### src/rtl/selector_rr_n_pkg.sv
// Shared constants for the N-channel word selector and its arbiter.
package selector_rr_n_pkg;

    localparam int SEL_MODE_FIXED = 0;
    localparam int SEL_MODE_RR    = 1;
    localparam int SEL_MODE_EXT   = 2;

endpackage

### src/rtl/selector_rr_n_arbiter.sv
// Combinational arbiter: one-hot grant plus encoded index for fixed, round-robin or steered selection.
module rr_arbiter_n
    import selector_rr_n_pkg::*;
#(
    parameter  int CHANNELS = 4,
    parameter  int MODE     = SEL_MODE_RR,
    localparam int CW       = $clog2(CHANNELS)
) (
    input  logic [CHANNELS-1:0] in_valid,
    input  logic [CW-1:0]       ptr,
    input  logic [CW-1:0]       sel_ext,
    output logic [CHANNELS-1:0] grant,
    output logic [CW-1:0]       idx,
    output logic                any
);

    logic [CW-1:0] start;
    logic          hi_hit, lo_hit;
    logic [CW-1:0] hi_idx, lo_idx;

    // Fixed priority is a rotating search that always starts at channel 0.
    assign start = (MODE == SEL_MODE_RR) ? ptr : '0;

    always_comb begin
        idx    = '0;
        any    = 1'b0;
        hi_hit = 1'b0;
        lo_hit = 1'b0;
        hi_idx = '0;
        lo_idx = '0;
        // Descending scan leaves the lowest qualifying index in hi_idx / lo_idx.
        for (int i = CHANNELS - 1; i >= 0; i--) begin
            if (MODE == SEL_MODE_EXT) begin
                if (in_valid[i] && sel_ext == CW'(i)) begin
                    any = 1'b1;
                    idx = CW'(i);
                end
            end else if (in_valid[i]) begin
                if (i >= int'(start)) begin
                    hi_hit = 1'b1;
                    hi_idx = CW'(i);
                end
                lo_hit = 1'b1;
                lo_idx = CW'(i);
            end
        end
        if (MODE != SEL_MODE_EXT) begin
            any = hi_hit | lo_hit;
            idx = hi_hit ? hi_idx : lo_idx;
        end
    end

    always_comb begin
        grant = '0;
        for (int i = 0; i < CHANNELS; i++)
            grant[i] = any && (idx == CW'(i));
    end

endmodule

### src/rtl/selector_rr_n.sv
// N-channel valid/ready merger onto one registered output stream tagged with its source channel.
module selector_rr_n
    import selector_rr_n_pkg::*;
#(
    parameter  int BITWIDTH = 8,
    parameter  int CHANNELS = 4,
    parameter  int MODE     = SEL_MODE_RR,
    parameter  int DEBUG    = 0,
    localparam int CW       = $clog2(CHANNELS)
) (
    input  logic                         clk,
    input  logic                         rst,
    input  logic [CHANNELS*BITWIDTH-1:0] in_data,
    input  logic [CHANNELS-1:0]          in_valid,
    output logic [CHANNELS-1:0]          in_ready,
    input  logic [CW-1:0]                sel_ext,
    output logic [BITWIDTH-1:0]          out_data,
    output logic [CW-1:0]                out_chan,
    output logic                         out_valid,
    input  logic                         out_ready
);

    generate
        if (CHANNELS < 2 || BITWIDTH < 1 || MODE < 0 || MODE > 2 || DEBUG < 0 || DEBUG > 1) begin : g_bad_param
            $error("selector_rr_n: illegal parameter combination");
        end
    endgenerate

    logic [CHANNELS-1:0] grant;
    logic [CW-1:0]       gidx, ptr, ptr_nxt;
    logic                any, load_en;
    logic [BITWIDTH-1:0] sel_data;

    rr_arbiter_n #(.CHANNELS(CHANNELS), .MODE(MODE)) u_arb (
        .in_valid (in_valid),
        .ptr      (ptr),
        .sel_ext  (sel_ext),
        .grant    (grant),
        .idx      (gidx),
        .any      (any)
    );

    // Output register is free when empty or being drained this cycle.
    assign load_en  = !out_valid | out_ready;
    assign in_ready = grant & {CHANNELS{load_en}};
    assign ptr_nxt  = (gidx == CW'(CHANNELS - 1)) ? '0 : gidx + 1'b1;

    // Mux keyed by the one-hot grant keeps in_data off the in_ready path.
    always_comb begin
        sel_data = '0;
        for (int i = 0; i < CHANNELS; i++)
            if (grant[i]) sel_data |= in_data[i*BITWIDTH +: BITWIDTH];
    end

    always_ff @(posedge clk or posedge rst) begin
        if (rst) begin
            out_valid <= 1'b0;
            out_data  <= '0;
            out_chan  <= '0;
            ptr       <= '0;
        end else if (load_en) begin
            out_valid <= any;
            if (any) begin
                out_data <= sel_data;
                out_chan <= gidx;
                ptr      <= ptr_nxt;
            end
        end
    end

endmodule

### config.mk
export PLATFORM = sky130hd
export DESIGN_NAME = selector_rr_n
export DESIGN_NICKNAME = d
export VERILOG_FILES = /design/src/rtl/selector_rr_n_pkg.sv /design/src/rtl/selector_rr_n_arbiter.sv /design/src/rtl/selector_rr_n.sv
export SDC_FILE = /design/constraint.sdc
export NUM_CORES = 1
export LEC_CHECK = 0
export ABC_CLOCK_PERIOD_IN_PS = 1760
export CAP_MARGIN = 20
export CORE_AREA = 10 10 54 73
export DETAILED_ROUTE_END_ITERATION = 6
export DIE_AREA = 0 0 64 83
export PLACE_DENSITY = 0.81
export SLEW_MARGIN = 20
export SYNTH_ARGS = -nofsm -noshare
export SYNTH_HDL_FRONTEND = slang
export SYNTH_SLANG_ARGS = --single-unit
### constraint.sdc
create_clock -name clk -period 1.76 [get_ports clk]
set_clock_uncertainty 0.15 [all_clocks]
set_input_delay 0.264 -clock clk [delete_from_list [all_inputs] [get_ports clk]]
set_output_delay 0.264 -clock clk [all_outputs]
set_load 0.02 [all_outputs]
Word-level counts from Yosys, hierarchy flattened. Index checks and enable logic that the tools add are counted.

Bits in registers: 13. Input bits: 41. Output and inout bits: 15. Logic and storage cells: 50.

Add/sub/neg operators: 1. Magnitude comparators: 3. Eq/ne operators: 3. Mux-type cells: 26. Bitwise gates (word level): 6. Reductions and logical operators: 7.

Operators by type and width (number): 2-to-1 mux 8 bit (4); 2-to-1 mux 2 bit (12); bitwise OR 8 bit (3); 2-to-1 mux 1 bit (10); bitwise AND 4 bit (1); equality test 2 bit (second input constant) (2); >= comparator 1 x 2 -> 1 bit (first input constant) (2); logical AND 1 bit (4); adder 2 x 1 -> 2 bit (second input constant) (1); equality test 2 x 1 -> 1 bit (second input constant) (1); >= comparator 2 bit (first input constant) (1); logical NOT 2 bit (1); bitwise OR 1 bit (2); AND reduction 2 bit (1); logical NOT 1 bit (1).

Logic depth before layout (Yosys ltp). Gate-level depths: netlist of run 1.

Depth in word-level cells: 17. Gate-level depth with buffers: 8. Mapped depth without buffers: 7.

Cells and area by module. From an unflattened synthesis of run 1, not the netlist that was laid out.

Cells, all modules: 103. Area total of the unflattened synthesis: 898.4 µm².

Modules (own cells, without submodules): selector_rr_n (instances 1, cells an instance 66, area an instance 698.2 µm², seq. area each 325.3 µm²); rr_arbiter_n (instances 1, cells an instance 37, area an instance 200.2 µm², seq. area each 0.0 µm²).

Worst setup path before layout of run 1. No wires, ideal clock.

Path type: reg-to-output. Start point: register ptr[0]. End point: output port in_ready[2]. Arrival: 1528 ps. Required time: 1346 ps. Path slack: -182 ps. Cell stages (with the launch flop): 7. Path buffers: 1. Cell sequence: dfrtp_1 nor2b_1 nor3b_1 o22ai_1 ha_1 buf_1 and2_1.

Cells in the longest elaborated chain, start to end: 11. Elaborated cells between the ends (all ways): 20. Those cells by class: order compare: 3; eq/ne: 1; mux: 13; bitwise: 2; reduce/logical: 1.

RTL lines: start, declared (RTL line selector_rr_n.sv:30) `logic [CW-1:0] gidx, ptr, ptr_nxt;`; start signal, assigned (RTL line selector_rr_n.sv:66) `ptr <= ptr_nxt;`; >= comparator 2 bit (RTL line selector_rr_n_arbiter.sv:39) `if (i >= int'(start)) begin`; 2-to-1 mux 2 bit or 2-to-1 mux 1 bit (tied branches) (RTL line selector_rr_n_arbiter.sv:39); 2-to-1 mux 2 bit or 2-to-1 mux 1 bit (tied branches) (RTL line selector_rr_n_arbiter.sv:38) `end else if (in_valid[i]) begin`; 2-to-1 mux 2 bit or 2-to-1 mux 1 bit (tied branches) (RTL line selector_rr_n_arbiter.sv:39); 2-to-1 mux 2 bit or 2-to-1 mux 1 bit (tied branches) (RTL line selector_rr_n_arbiter.sv:38); 2-to-1 mux 2 bit or 2-to-1 mux 1 bit (tied branches) (RTL line selector_rr_n_arbiter.sv:39); 2-to-1 mux 2 bit or 2-to-1 mux 1 bit (tied branches) (RTL line selector_rr_n_arbiter.sv:38); 2-to-1 mux 2 bit (RTL line selector_rr_n_arbiter.sv:49) `idx = hi_hit ? hi_idx : lo_idx;`; equality test 2 bit (RTL line selector_rr_n_arbiter.sv:56) `grant[i] = any && (idx == CW'(i));`; logical AND 1 bit (*) (RTL line selector_rr_n_arbiter.sv:56); bitwise AND 4 bit (*) (RTL line selector_rr_n.sv:45) `assign in_ready = grant & {CHANNELS{load_en}};`; end, declared (RTL line selector_rr_n.sv:15) `output logic [CHANNELS-1:0] in_ready,`.

Mark *: on every way between the ends. The rest lies on a longest branch, timed or not.

Final worst setup path of run 1.
Start point: register ptr[0]. End point: output port in_ready[0].

Cells in the longest elaborated chain, start to end: 11. Elaborated cells between the ends (all ways): 20. Those cells by class: order compare: 3; mux: 13; bitwise: 2; reduce/logical: 2.

RTL lines (RTL line): >= comparator 2 bit (selector_rr_n_arbiter.sv:39); 2-to-1 mux 2 bit or 2-to-1 mux 1 bit (tied branches) (selector_rr_n_arbiter.sv:39); 2-to-1 mux 2 bit or 2-to-1 mux 1 bit (tied branches) (selector_rr_n_arbiter.sv:38); 2-to-1 mux 2 bit or 2-to-1 mux 1 bit (tied branches) (selector_rr_n_arbiter.sv:39); 2-to-1 mux 2 bit or 2-to-1 mux 1 bit (tied branches) (selector_rr_n_arbiter.sv:38); 2-to-1 mux 2 bit or 2-to-1 mux 1 bit (tied branches) (selector_rr_n_arbiter.sv:39); 2-to-1 mux 2 bit or 2-to-1 mux 1 bit (tied branches) (selector_rr_n_arbiter.sv:38); 2-to-1 mux 2 bit (*) (selector_rr_n_arbiter.sv:49); named net gidx[1] (selector_rr_n.sv:30); logical NOT 2 bit (*) (selector_rr_n_arbiter.sv:56); logical AND 1 bit (*) (selector_rr_n_arbiter.sv:56); bitwise AND 4 bit (*) (selector_rr_n.sv:45).

The timed path passes the listed nets; every way through them passes the cells marked *.

==> key figures, run 1 <==
STA
  – Worst Max-Slew Pin Slew: 0.528 ns
  – Final hold vios: 0
  – Final Setup Violations: 12
  – PnR worst setup slack: -0.346 ns
  – Tcrit/Tclk final: 120%
  – RSZ-0062 raised after global routing: yes
  – Rel. slew slack: 64.7%
  – Final Critical Period: 2.11 ns
  – Fmax: 475 MHz
  – Slew Viols, Final: 0

Placement
  – IO Port Bufs: 53
  – Placer Congestion: 0.780
  – Placed Area: 1440 sq um
  – HPWL Detailed: 2.55 mm

Die
  – Core Rows: 22
  – Die Wd: 64 um
  – Initial cell density of the core: 30.1%
  – Top-Level Pins: 56
  – Area of the die: 5310 sq um
  – Die height: 83 um
  – Core area: 2620 sq um

Drt
  – TritonRoute pass-1 iters: 4
  – Met3 routed WL: 263 um
  – Initial DRC Count: 36
  – Via count: 910
  – Met1 wire length: 1.25 mm
  – Met2 wire length: 1.80 mm
  – Detailed-route DRC error count: 0
  – Routed Antenna Nets: 0
  – Vias per inst: 4.89
  – Wirelength, routed: 3.34 mm
  – Routed WL per cell: 18.0 um
  – Top sig layer: met4

Clock network
  – CTS Buf Count: 3
  – Root buffer cell: clkbuf_4
  – H-tree lvl count: 1
  – Bufs on Longest Clock Path: 2
  – Clock Latency Late Sink: 0.27 ns
  – Clock slew at reported path FFs: 0.08 ns
  – CTS tree: done
  – CTS sink cnt: 13

Worst setup path
  – CP cell instances: nor2b_4, o32a_1, inv_2, ha_4, and2_4, buf_6
  – WP buf/inv: 2
  – CP Class: reg -> out
  – Worst path max stage delay: 0.45 ns
  – CP endpoint kind: output port
  – Slowest stage cell, crit path: dfrtp_2
  – Critical path's top delay family: flip-flops
  – Crit path DAT: 1.69 ns
  – Critical-path maximum fanout: 4
  – CP required: 1.35 ns
  – Worst Setup Start Kind: register

Job
  – Max_cap viols: 0

Yosys
  – Avg Inst Size Synth: 9.60 sq um
  – Count of state elements after synthesis: 13
  – Adder-Cell Fraction of Synth Area: 6.36%
  – Synth Instances: 82
  – Seq/Total Area, Yosys: 41.3%
  – Mux cell area share after synthesis: 6.04%
  – Post-synth EDFFs: 0
  – Xor and xnor area share after synthesis: 0%
  – Post-Synthesis Cell Area: 787 sq um
  – Main combinational cell family by area after synthesis: compound AO/OA/AOI/OAI gates
  – Ys async rst share: 100%
  – Warnings from Yosys: 0
  – Ys flop type: dfrtp_1
  – Synth unique cells: 22
  – Compound-gate portion of the synthesized area: 26.1%
  – Syn Nets: 127
  – Synth Area in Simple Gates: 14.1%

Status
  – Status: finished, violations left
  – Violated checks: negative setup slack

Finish
  – Area Growth Syn to Fin: 113%
  – Antenna cells: 0
  – Layout cells sized above 1: 43.3%
  – Post-layout nets: 196
  – Final instance area: 1680 sq um
  – Filler cell count: 218
  – Final Util: 64.1%

Global routing
  – Pin count of the biggest net entering global routing: 14
  – First-pass GRT wire length: 5.26 mm
  – Total gr overflow: 0
  – Total global-route track usage: 12.0%
  – Via count of the first global-routing pass: 1,069
  – Initial antenna violation count: 0

Pwr
  – Worst IR Drop VDD: 943 uV
  – Total power draw: 2.17 mW
  – Pleak: 0.676 nW
  – Cell area power density: 1300 nW/um^2

Hold path
  – Hold WC Path Type: in -> async
state kept, by name, summed over array words and instances, names as in the netlist:
register   flops
out_data       8
ptr            2
out_valid      1
out_chan       2
cell families after synthesis:
| family | Yosys count |
|---|---|
| DFF | 13 |
| buffers and inverters | 12 |
| AOI/OAI and AO/OA | 29 |
| muxes | 4 |
| and+or+nand+nor | 20 |
| adders and majority gates | 4 |
layer usage:
layer | GRT usage, % | vias up
li1 | - | 435
met1 | 11.8 | 434
met2 | 21.9 | 39
met3 | 4.57 | 2
met4 | 3.98 | 0
met5 | 0 | -
what timing repair did:
item | 4_1_cts | 5_1_grt
hold buffers | 0 | 0
setup endpoints to repair | 16 | 13
pin swaps | 4 | 4
gates cloned | 0 | 0
setup buffers | 5 | 2
gates resized for setup | 51 | 17
report_power, final:
part           switching (mW)  internal, mW  total (mW)  leakage [nW]
registers              0.0968         0.430       0.526         0.145
logic                   0.688         0.778        1.47         0.516
clock network          0.0911        0.0877       0.179        0.0150
total                   0.876          1.30        2.17         0.676
stage by stage:
stage / hold WS [ns] / setup WS (ns) / TNS, ns / instances
finish: 0.176 / -0.346 / -2.47 / 186
global route: 0.211 / -0.434 / -3.39 / 186
CTS: 0.178 / -0.343 / -1.89 / 185
detailed placement: 0.353 / -0.964 / -9.79 / 177
global placement: 0.361 / -0.913 / -9.08 / 177
floorplan: -0.00904 / 0.00736 / 0 / 82
cell type report:
cell class	instances	area (sq um)	share of cell area, %
repair buffers	70	661	39.4
multi-input cells	57	593	35.4
flip-flops and latches	13	328	19.6
well taps	36	45.0	2.69
clock buffers	4	26.3	1.57
inverters	6	22.5	1.34
cell usage after synthesis, types with 2 or more instances:
library cell,n,area (sq um)
a22oi_1,16,120
dfrtp_1,13,325
nor2_1,9,33.8
a31oi_1,8,50.1
inv_1,6,22.5
and2_1,4,25.0
buf_1,4,15.0
ha_1,4,50.1
nor2b_1,3,18.8
buf_2,2,10.0
nor3b_1,2,15.0
worst paths after layout:
path	from	end	slack (ns)	cells after the start
worst max register to register	ptr[0]	out_data[3]	-0.15	7
min in group clk	in_valid[1]	out_valid	0.34	4
worst min-delay path	rst	out_data[0]	0.18	2
worst min register to register	out_chan[0]	out_chan[0]	0.37	2
worst max-delay path	ptr[0]	in_ready[0]	-0.35	6
max in group asynchronous	rst	ptr[0]	0.90	2
layout by cell type (no fill, tap or decap), drive strengths merged:
| cell type | n |
|---|---|
| dfrtp | 13 |
| a21oi | 2 |
| nor3b | 2 |
| mux2 | 3 |
| clkdlybuf4s50 | 44 |
| nor2 | 9 |
| o21ai | 1 |
| nand2b | 1 |
| buf | 21 |
| a31oi | 8 |
| and2 | 4 |
| o22ai | 1 |
| nor2b | 3 |
| inv | 6 |
| clkbuf | 4 |
| o32a | 1 |
| mux2i | 1 |
| dlygate4sd2 | 5 |
| ha | 4 |
| a22oi | 16 |
| nor4 | 1 |
No activity file was read; power rests on OpenSTA's default activity.
==> run 2, diff against run 1 <==
- CAP_MARGIN: 20 -> default
- CORE_AREA: 10 10 54 73 -> 4 4 48 67
- DIE_AREA: 0 0 64 83 -> 0 0 52 71
==> run 2 against run 1 <==
  * Global-route usage rose by 4.1 points
  * The run still ends with negative setup slack left
  * Sequential share of layout area hardly changed
  * Setup slack got worse by 0.053 ns
==> key figures, run 2 (synthesis results as in run 1) <==
Global routing
  – First-pass GRT wire length: 4.55 mm (was 5.26 mm)
  – Via count of the first global-routing pass: 989 (was 1,069)
  – Pin count of the biggest net entering global routing: 14 (unchanged)
  – Initial antenna violation count: 0 (unchanged)
  – Total global-route track usage: 16.1% (was 12.0%)
  – Total gr overflow: 0 (unchanged)

Drt
  – Routed WL per cell: 15.6 um (was 18.0 um)
  – Vias per inst: 4.94 (was 4.89)
  – Initial DRC Count: 18 (was 36)
  – Wirelength, routed: 2.91 mm (was 3.34 mm)
  – Routed Antenna Nets: 0 (unchanged)
  – Via count: 919 (was 910)
  – Detailed-route DRC error count: 0 (unchanged)
  – TritonRoute pass-1 iters: 4 (unchanged)

STA
  – Slew Viols, Final: 0 (unchanged)
  – Rel. slew slack: 64.5% (was 64.7%)
  – Worst Max-Slew Pin Slew: 0.532 ns (was 0.528 ns)
  – Fmax: 463 MHz (was 475 MHz)
  – Fin Setup TNS: -2.68 ns (was -2.47 ns)
  – PnR worst setup slack: -0.399 ns (was -0.346 ns)
  – Final hold vios: 0 (unchanged)
  – WHS: 0.159 ns (was 0.176 ns)
  – RSZ-0062 raised after global routing: yes (unchanged)
  – Final Setup Violations: 13 (was 12)
  – Final Critical Period: 2.16 ns (was 2.11 ns)
  – Tcrit/Tclk final: 123% (was 120%)

Pwr
  – Cell Int Power: 1.27 mW (was 1.30 mW)
  – Total power draw: 2.15 mW (was 2.17 mW)
  – Clock Power Share: 9.2% (was 8.2%)
  – Cell area power density: 1280 nW/um^2 (was 1300 nW/um^2)
  – Share of power burned in registers: 24.7% (was 24.2%)
  – Worst IR Drop VDD: 832 uV (was 943 uV)
  – P_sw: 0.877 mW (was 0.876 mW)
  – Combinational Power Share: 66.1% (was 67.5%)
  – Pleak: 0.681 nW (was 0.676 nW)
  – Switching Share: 40.9% (was 40.3%)

Clock network
  – Bufs on Longest Clock Path: 2 (unchanged)
  – CTS sink cnt: 13 (unchanged)
  – CTS tree: done (unchanged)
  – CTS Buf Count: 3 (unchanged)
  – H-tree lvl count: 1 (unchanged)
  – Root buffer cell: clkbuf_4 (unchanged)
  – Clock Latency Late Sink: 0.28 ns (was 0.27 ns)
  – Clock slew at reported path FFs: 0.09 ns (was 0.08 ns)

Die
  – Initial cell density of the core: 30.1% (unchanged)
  – Top-Level Pins: 56 (unchanged)
  – Core area: 2620 sq um (unchanged)
  – Die Wd: 52 um (was 64 um)
  – Area of the die: 3690 sq um (was 5310 sq um)
  – Core Rows: 22 (unchanged)
  – Die height: 71 um (was 83 um)

Worst setup path
  – Reg-to-Reg Start: ptr[0] (unchanged)
  – CP required: 1.35 ns (about the same)
  – R2r endpoint: out_data[4] (was out_data[3])
  – R2r worst-path depth: 8 (was 7)
  – Critical-path maximum fanout: 4 (unchanged)
  – CP startpoint: ptr[0] (unchanged)
  – Worst reg2reg setup slack: -0.15 ns (about the same)
  – Crit path DAT: 1.74 ns (was 1.69 ns)
  – Crit path to: in_ready[0] (unchanged)
  – CP endpoint kind: output port (unchanged)
  – CP Class: reg -> out (unchanged)
  – Worst Setup Start Kind: register (unchanged)

Finish
  – Most frequent cells in the layout: clkdlybuf4s50_1 (44), buf_4 (16), a22oi_2 (14) (was clkdlybuf4s50_1 (44), a22oi_2 (16), buf_4 (16))
  – Post-layout nets: 196 (unchanged)
  – Final Util: 64.2% (was 64.1%)
  – Most common cell after layout, fill and taps aside: clkdlybuf4s50_1 (unchanged)
  – Cell Count, Final, Fillers Out: 186 (unchanged)
  – Layout cells sized above 1: 41.3% (was 43.3%)
  – Largest register FFs: 8 (unchanged)
  – Area Growth Syn to Fin: 113% (about the same)
  – Antenna cells: 0 (unchanged)
  – Largest Register: out_data (unchanged)
  – Biggest regs: out_data x8, out_chan x2, ptr x2 (unchanged)

Status
  – Status: finished, violations left (unchanged)
  – Violated checks: negative setup slack (unchanged)

Job
  – Max_cap viols: 0 (unchanged)

Hold path
  – Hold WC Path Type: in -> async (unchanged)

Placement
  – HPWL Detailed: 2.13 mm (was 2.55 mm)
  – IO Port Bufs: 53 (unchanged)
  – Placed insts: 178 (was 177)
  – Placer Congestion: 0.718 (was 0.780)
[run 2: cell counts in the layout (fill, tap and decap cells not counted)]
No cell type changed its count.
[run 2: repair_timing]
action | CTS | global route
endpoints found under the setup margin | 16 | 13
setup buffers | 2 | 3
hold buffers | 0 | 0
gates cloned | 0 | 0
pin swaps | 6 | 13
resized for setup | 51 | 18
[run 2: stage by stage]
stage | setup slack [ns] | area (sq um)
after detailed placement | -0.932 | 1450
final | -0.399 | 1680
after global routing | -0.416 | 1680
after floorplan | 0.00736 | 807
after CTS | -0.345 | 1580
after global placement | -0.910 | 1450
[run 2: how the worst min path moves through the flow]
stage                      startpoint          end  slack [ns]  depth (start not counted)
final                             rst  out_data[2]        0.16                          2
after global routing              rst    out_valid        0.21                          2
after CTS                         rst    out_valid        0.18                          2
after detailed placement  out_chan[1]  out_chan[1]        0.37                          1
after global placement    out_chan[0]  out_chan[0]        0.37                          2
after floorplan                   rst  out_chan[0]      -0.009                          1
[run 2: layout make-up]
cell class	count	area, sq um
Multi-Input combinational cell	57	593
Tap cell	36	45.0
Timing Repair Buffer	70	661
Fill cell	203	937
Inverter	6	25.0
Clock buffer	4	26.3
Sequential cell	13	328
[run 2: layer usage]
metal / routed length (um) / vias up / part of all wire (%) / GRT usage, %
met5: 0 / - / 0 / 0
met4: 35 / 0 / 1.2 / 4.66
met3: 219 / 4 / 7.5 / 3.79
met2: 1540 / 46 / 53 / 28.1
met1: 1110 / 432 / 38 / 19.1
li1: - / 437 / - / -
[run 2: power by group through the flow]
stage          sequential, mW  clock [mW]  combinational [mW]
2_1_floorplan           0.628           0               0.476
3_3_place_gp            0.507           0                1.10
3_5_place_dp            0.511           0                1.12
4_1_cts                 0.523       0.195                1.25
5_1_grt                 0.549       0.214                1.52
6_report                0.530       0.198                1.42
[run 2: critical path: stages, from the launching register on]
cell and delay (ns):
dfrtp_2 0.47, nor2b_4 0.15, nor3b_2 0.06, o22ai_2 0.23, buf_4 0.18, ha_4 0.13
and2_4 0.13, buf_6 0.11
==> edit 1, RTL diff (config.mk and constraints of run 2) <==
Change the parameter `BITWIDTH` from 8 to 7.
--- a/src/rtl/selector_rr_n.sv
+++ b/src/rtl/selector_rr_n.sv
@@ -4,3 +4,3 @@
 #(
-    parameter  int BITWIDTH = 8,
+    parameter  int BITWIDTH = 7,
     parameter  int CHANNELS = 4,
Interface: changed (resized in_data and out_data); port bits go from 56 to 51. The function was not compared with the original's and may differ.
==> edit 1 against run 2 <==
- the flow still finishes with violations (setup timing)
- routed wire length is 10% lower
- count of clock-buffer cells in the layout decreased by 1
- synthesized cell count is 3.7% lower
- area after synthesis decreased by 4.6%
- final area fell by 9.2%
- first-iteration DRC count fell by 39%
- total power is 9.0% lower
- worst setup slack better by 0.0090 ns
- sequential cell count fell by 1
- maximum frequency is 0.42% higher
- non-clock buffer count is 7 lower
- via count shrank 7.2%
==> edit 1: results (changes against run 2) <==
- Port buffer count: 48 (-9.4%)
- Tot GR Track Use: 0.138 (-0.0229)
- Slowest-stage cell, CP: dfrtp_1
- # setup viols final: 13 (unchanged)
- GPL Wtd Cong: 0.749 (+4.2%)
- Most instantiated cells after synthesis: a22oi_1 (14), dfrtp_1 (12), nor2_1 (9)
- Worst Setup Slack, final: -0.390 ns (+0.00897 ns)
- Switching share of total power: 0.392 (-0.0169)
- CP top delay family: simple AND/OR/NAND/NOR gates
- Wire per inst: 14.9 um (-4.6%)
- TNS Setup: -2.52 ns (+0.166 ns)
- CP peak stage delay: 0.40 ns (-0.07 ns)
- Post-synthesis adder-cell area fraction: 0.0667 (+0.00307)
- Worst hold slack: 0.160 ns (+0.00104 ns)
- Crit-path max FO: 3 (-1)
- Later-pin clock latency in the skew report: 0.26 ns (-0.02 ns)
- Failing checks: setup timing
- Status: finished with violations
- Largest cells by area after synthesis: dfrtp_1 (40%), a22oi_1 (14%), ha_1 (6.7%)
- Complex-gate fraction of the synthesized area: 0.237 (-0.0241)
- Seq/Total Area, Yosys: 0.400 (-0.0134)
- Pre-CTS setup slack: -1.02 ns (-0.0885 ns)
- Worst rel slew slack: 0.692 (+0.0469)
- Mean post-synth cell area: 9.50 um2 (-0.99%)
- Share of layout cells above drive strength 1: 0.374 (-0.0392)
- Distinct cell type count after synthesis: 23 (+4.5%)
- Largest regs: out_data: 7 flops, out_chan: 2 flops, ptr: 2 flops
- Multiplexer area fraction after synthesis: 0.0633 (+0.00292)
- Max IR drop VDD: 0.533 mV (-36%)
- Via density: 4.87 (-1.3%)
- Clock slew at reported path FFs: 0.07 ns (-0.02 ns)
- Vias in the first global route: 883 (-11%)
- First-pass GRT wire length: 3710 um (-18%)
- Final Net Count: 182 (-7.1%)
==> edit 1: cell types whose count changed after synthesis, sizes merged, moves of 2 or more <==
cell   change
a22oi      -2
nor2b      -3
nand2      +2
and2b      +4
==> edit 1: final cells by class <==
type                       count  area [um2]
clock buffer                   3        22.5
fill                         234        1090
inverter                       6        22.5
multi-input combinational     55         532
sequential                    12         300
tap                           36        45.0
timing repair buffer          63         601
==> edit 1: how the worst max path moves through the flow <==
stage,endpoint,cells past startpoint
5_1_grt,in_ready[0],7
4_1_cts,in_ready[1],7
3_5_place_dp,in_ready[3],8
2_1_floorplan,in_ready[3],7
6_report,in_ready[2],7
3_3_place_gp,in_ready[1],8
==> edit 1: what timing repair did <==
action                                  in CTS  in global routing
endpoints found under the setup margin      14                 13
buffers inserted                             4                  1
resized for setup                           46                  6
pin swaps                                    8                  5
==> edit 1: power by group through the flow <==
stage	Sequential (mW)	Combinational (mW)	Clock [mW]
6_report	0.465	1.32	0.166
5_1_grt	0.485	1.41	0.189
3_3_place_gp	0.460	1.07	0
2_1_floorplan	0.578	0.497	0
3_5_place_dp	0.467	1.09	0
4_1_cts	0.461	1.26	0.173
==> edit 1: through the flow <==
step / total power [mW] / cell area, um2
CTS: 1.89 / 1480
finish: 1.95 / 1520
detailed placement: 1.56 / 1360
global route: 2.08 / 1520
global placement: 1.53 / 1360
floorplan: 1.07 / 788
==> edit 1: routing by layer <==
layer / share of wire / wire length, um / global-route usage / up-vias
met2: 0.58 / 1510 / 0.290 / 41
met4: 0.0073 / 19 / 0.0525 / 0
li1: - / - / - / 405
met5: 0 / 0 / 0 / -
met1: 0.34 / 889 / 0.111 / 405
met3: 0.075 / 197 / 0.0358 / 2
==> edit 2, RTL diff (config.mk and constraints of run 2) <==
Made on the original files. Make the reset (`rst`) synchronous in one clocked block.
--- a/src/rtl/selector_rr_n.sv
+++ b/src/rtl/selector_rr_n.sv
@@ -54,3 +54,3 @@
 
-    always_ff @(posedge clk or posedge rst) begin
+    always_ff @(posedge clk) begin
         if (rst) begin
Function: differs if rst is asserted again (counterexample within 4 cycles, from zero or initial values and one cycle with rst high); with rst held inactive, the same outputs for 10 cycles.
==> edit 2 against run 2 <==
- the flow still finishes with violations (setup timing)
- critical path depth is the same
- final area grew 5.6%
- area after synthesis up 12%
- sequential cell count unchanged
- routed wire length is 12% higher
- first-iteration DRC count decreased by 11%
- worst setup slack better by 0.037 ns
- critical path type unchanged
- largest cell class unchanged
Power is not compared: it rests on default switching activity, and its combinational part moved more than twofold at a synthesized area within 25%.
==> edit 2: results (changes against run 2) <==
- Detail Placement HPWL: 2530 um (+19%)
- Vias in the first global route: 1160 (+17%)
- # diodes: 0 (unchanged)
- Distinct cell type count after synthesis: 27 (+23%)
- Critical Path Start: ptr[1]
- Post-synth net total: 138 (+8.7%)
- FF-to-FF End: out_data[3]
- CP Data Arrival Time: 1.71 ns (-0.03 ns)
- Largest regs: out_data: 8 flops, out_chan: 2 flops, ptr: 2 flops
- Post-CTS setup buffer count: 4 (+2)
- Hold Path Cell Cnt: 2
- # setup viols final: 12 (-1)
- GPL Wtd Cong: 0.837 (+17%)
- Slew Limit Fails: 0 (unchanged)
- Leak: 0.686 nW
- CTS buffer count: 3 (unchanged)
- Final Net Count: 214 (+9.2%)
- R2R Setup Slk: -0.35 ns (-0.20 ns)
- Resized Gates After CTS: 38 (-25%)
- Root buf cell: clkbuf_4
- Reg2reg path depth: 10 (+2)
- Largest net degree at the start of global routing: 10 (-4)
- Ys async rst share: 0 (-1.00)
- Initial antenna violation count: 0 (unchanged)
- Wire per inst: 15.9 um (+1.7%)
- Largest cells by area after synthesis: dfxtp_1 (30%), a221oi_2 (14%), a211oi_2 (7.1%)
- Clock slew at reported path FFs: 0.08 ns
- Worst hold path endpoint: out_chan[0]
- Tot GR Track Use: 0.179 (+0.0177)
- Status: finished with violations
- Port buffer count: 53 (unchanged)
- Critical Path End: in_ready[2]
- Ys Warns: 0 (unchanged)
- Internal Pwr Total: 786 uW
- Worst Setup Slack, final: -0.362 ns (+0.0374 ns)
- Failing checks: setup timing
- Detailed Route Iter0 Violations: 16 (-2)
- Later-pin clock latency in the skew report: 0.28 ns (about the same)
- Most instantiated cells after synthesis: dfxtp_1 (13), nor2_1 (10), a21oi_1 (8), a221oi_2 (8), a22oi_1 (8)
- Worst slew pin tran: 0.402 ns (-0.130 ns)
- CTS max path bufs: 2 (unchanged)
- Seq/Total Area, Yosys: 0.296 (-0.117)
- Routed vias: 1044 (+14%)
- Share of layout cells above drive strength 1: 0.393 (-0.0205)
- Fillers: 198 (-2.5%)
- Hold path start: out_chan[0]
- H-tree levels: 1 (unchanged)
- Crit-path max FO: 6 (+2)
- DRT Pass-1 Iters: 4 (unchanged)
- First-pass GRT wire length: 5090 um (+12%)
- Worst hold-check path type: flop to flop
- Mapped Cells: 93 (+13%)
- Cell Count, Final, Fillers Out: 204 (+9.7%)
- Share of the synthesized area in the top cell type: 0.296 (-0.117)
- Max IR drop VDD: 0.483 mV
-- edit 2: power by group through the flow --
stage          combinational, mW  clock, mW  sequential (mW)
2_1_floorplan              0.276          0            0.404
3_3_place_gp               0.572          0            0.367
3_5_place_dp               0.584          0            0.369
4_1_cts                    0.635      0.192            0.362
5_1_grt                    0.713      0.205            0.367
6_report                   0.669      0.193            0.362
-- edit 2: logic make-up (layout without fill, tap and decap cells) --
logic type,after synthesis,after routing,share of synthesized area
multiplexers,1,1,0.0114
buffers and inverters,11,86,0.0684
AO/OA/AOI/OAI,36,36,0.389
AND/OR/NAND/NOR,28,28,0.178
flip-flops,13,13,0.296
adder cells (fa/ha/maj),4,4,0.0570
-- edit 2: per-stage QoR --
stage               setup slack [ns]  hold WS (ns)  setup TNS [ns]  cell area (um2)
floorplan                     -0.145         0.187           -1.09              942
global placement              -0.879         0.306          -11.65             1620
detailed placement             -1.11         0.307          -13.77             1620
CTS                           -0.324         0.322           -3.50             1730
global route                  -0.442         0.353           -5.05             1770
finish                        -0.362         0.320           -3.99             1770
-- edit 2: routing by layer --
layer	part of all wire	GRT usage	routed length [um]	up-vias
met5	0	0	0	-
met4	0.027	0.0758	86	0
met3	0.060	0.0358	194	10
met2	0.57	0.347	1860	42
met1	0.34	0.173	1100	495
li1	-	-	-	497
-- edit 2: worst max-delay path, stage by stage, from the launching register on --
cell     delay [ns]
dfxtp_4        0.39
a21oi_2        0.05
o21a_1         0.21
o22ai_4        0.23
inv_2          0.07
ha_2           0.18
and2_1         0.14
buf_4          0.15
-- edit 2: final cells by class --
class	count	area (um2)	area share
repair buffers	78	726	0.410
clock buffers	4	26.3	0.0148
well taps	36	45.0	0.0254
inverters	4	15.0	0.00847
multi-input cells	69	696	0.393
flip-flops and latches	13	264	0.149
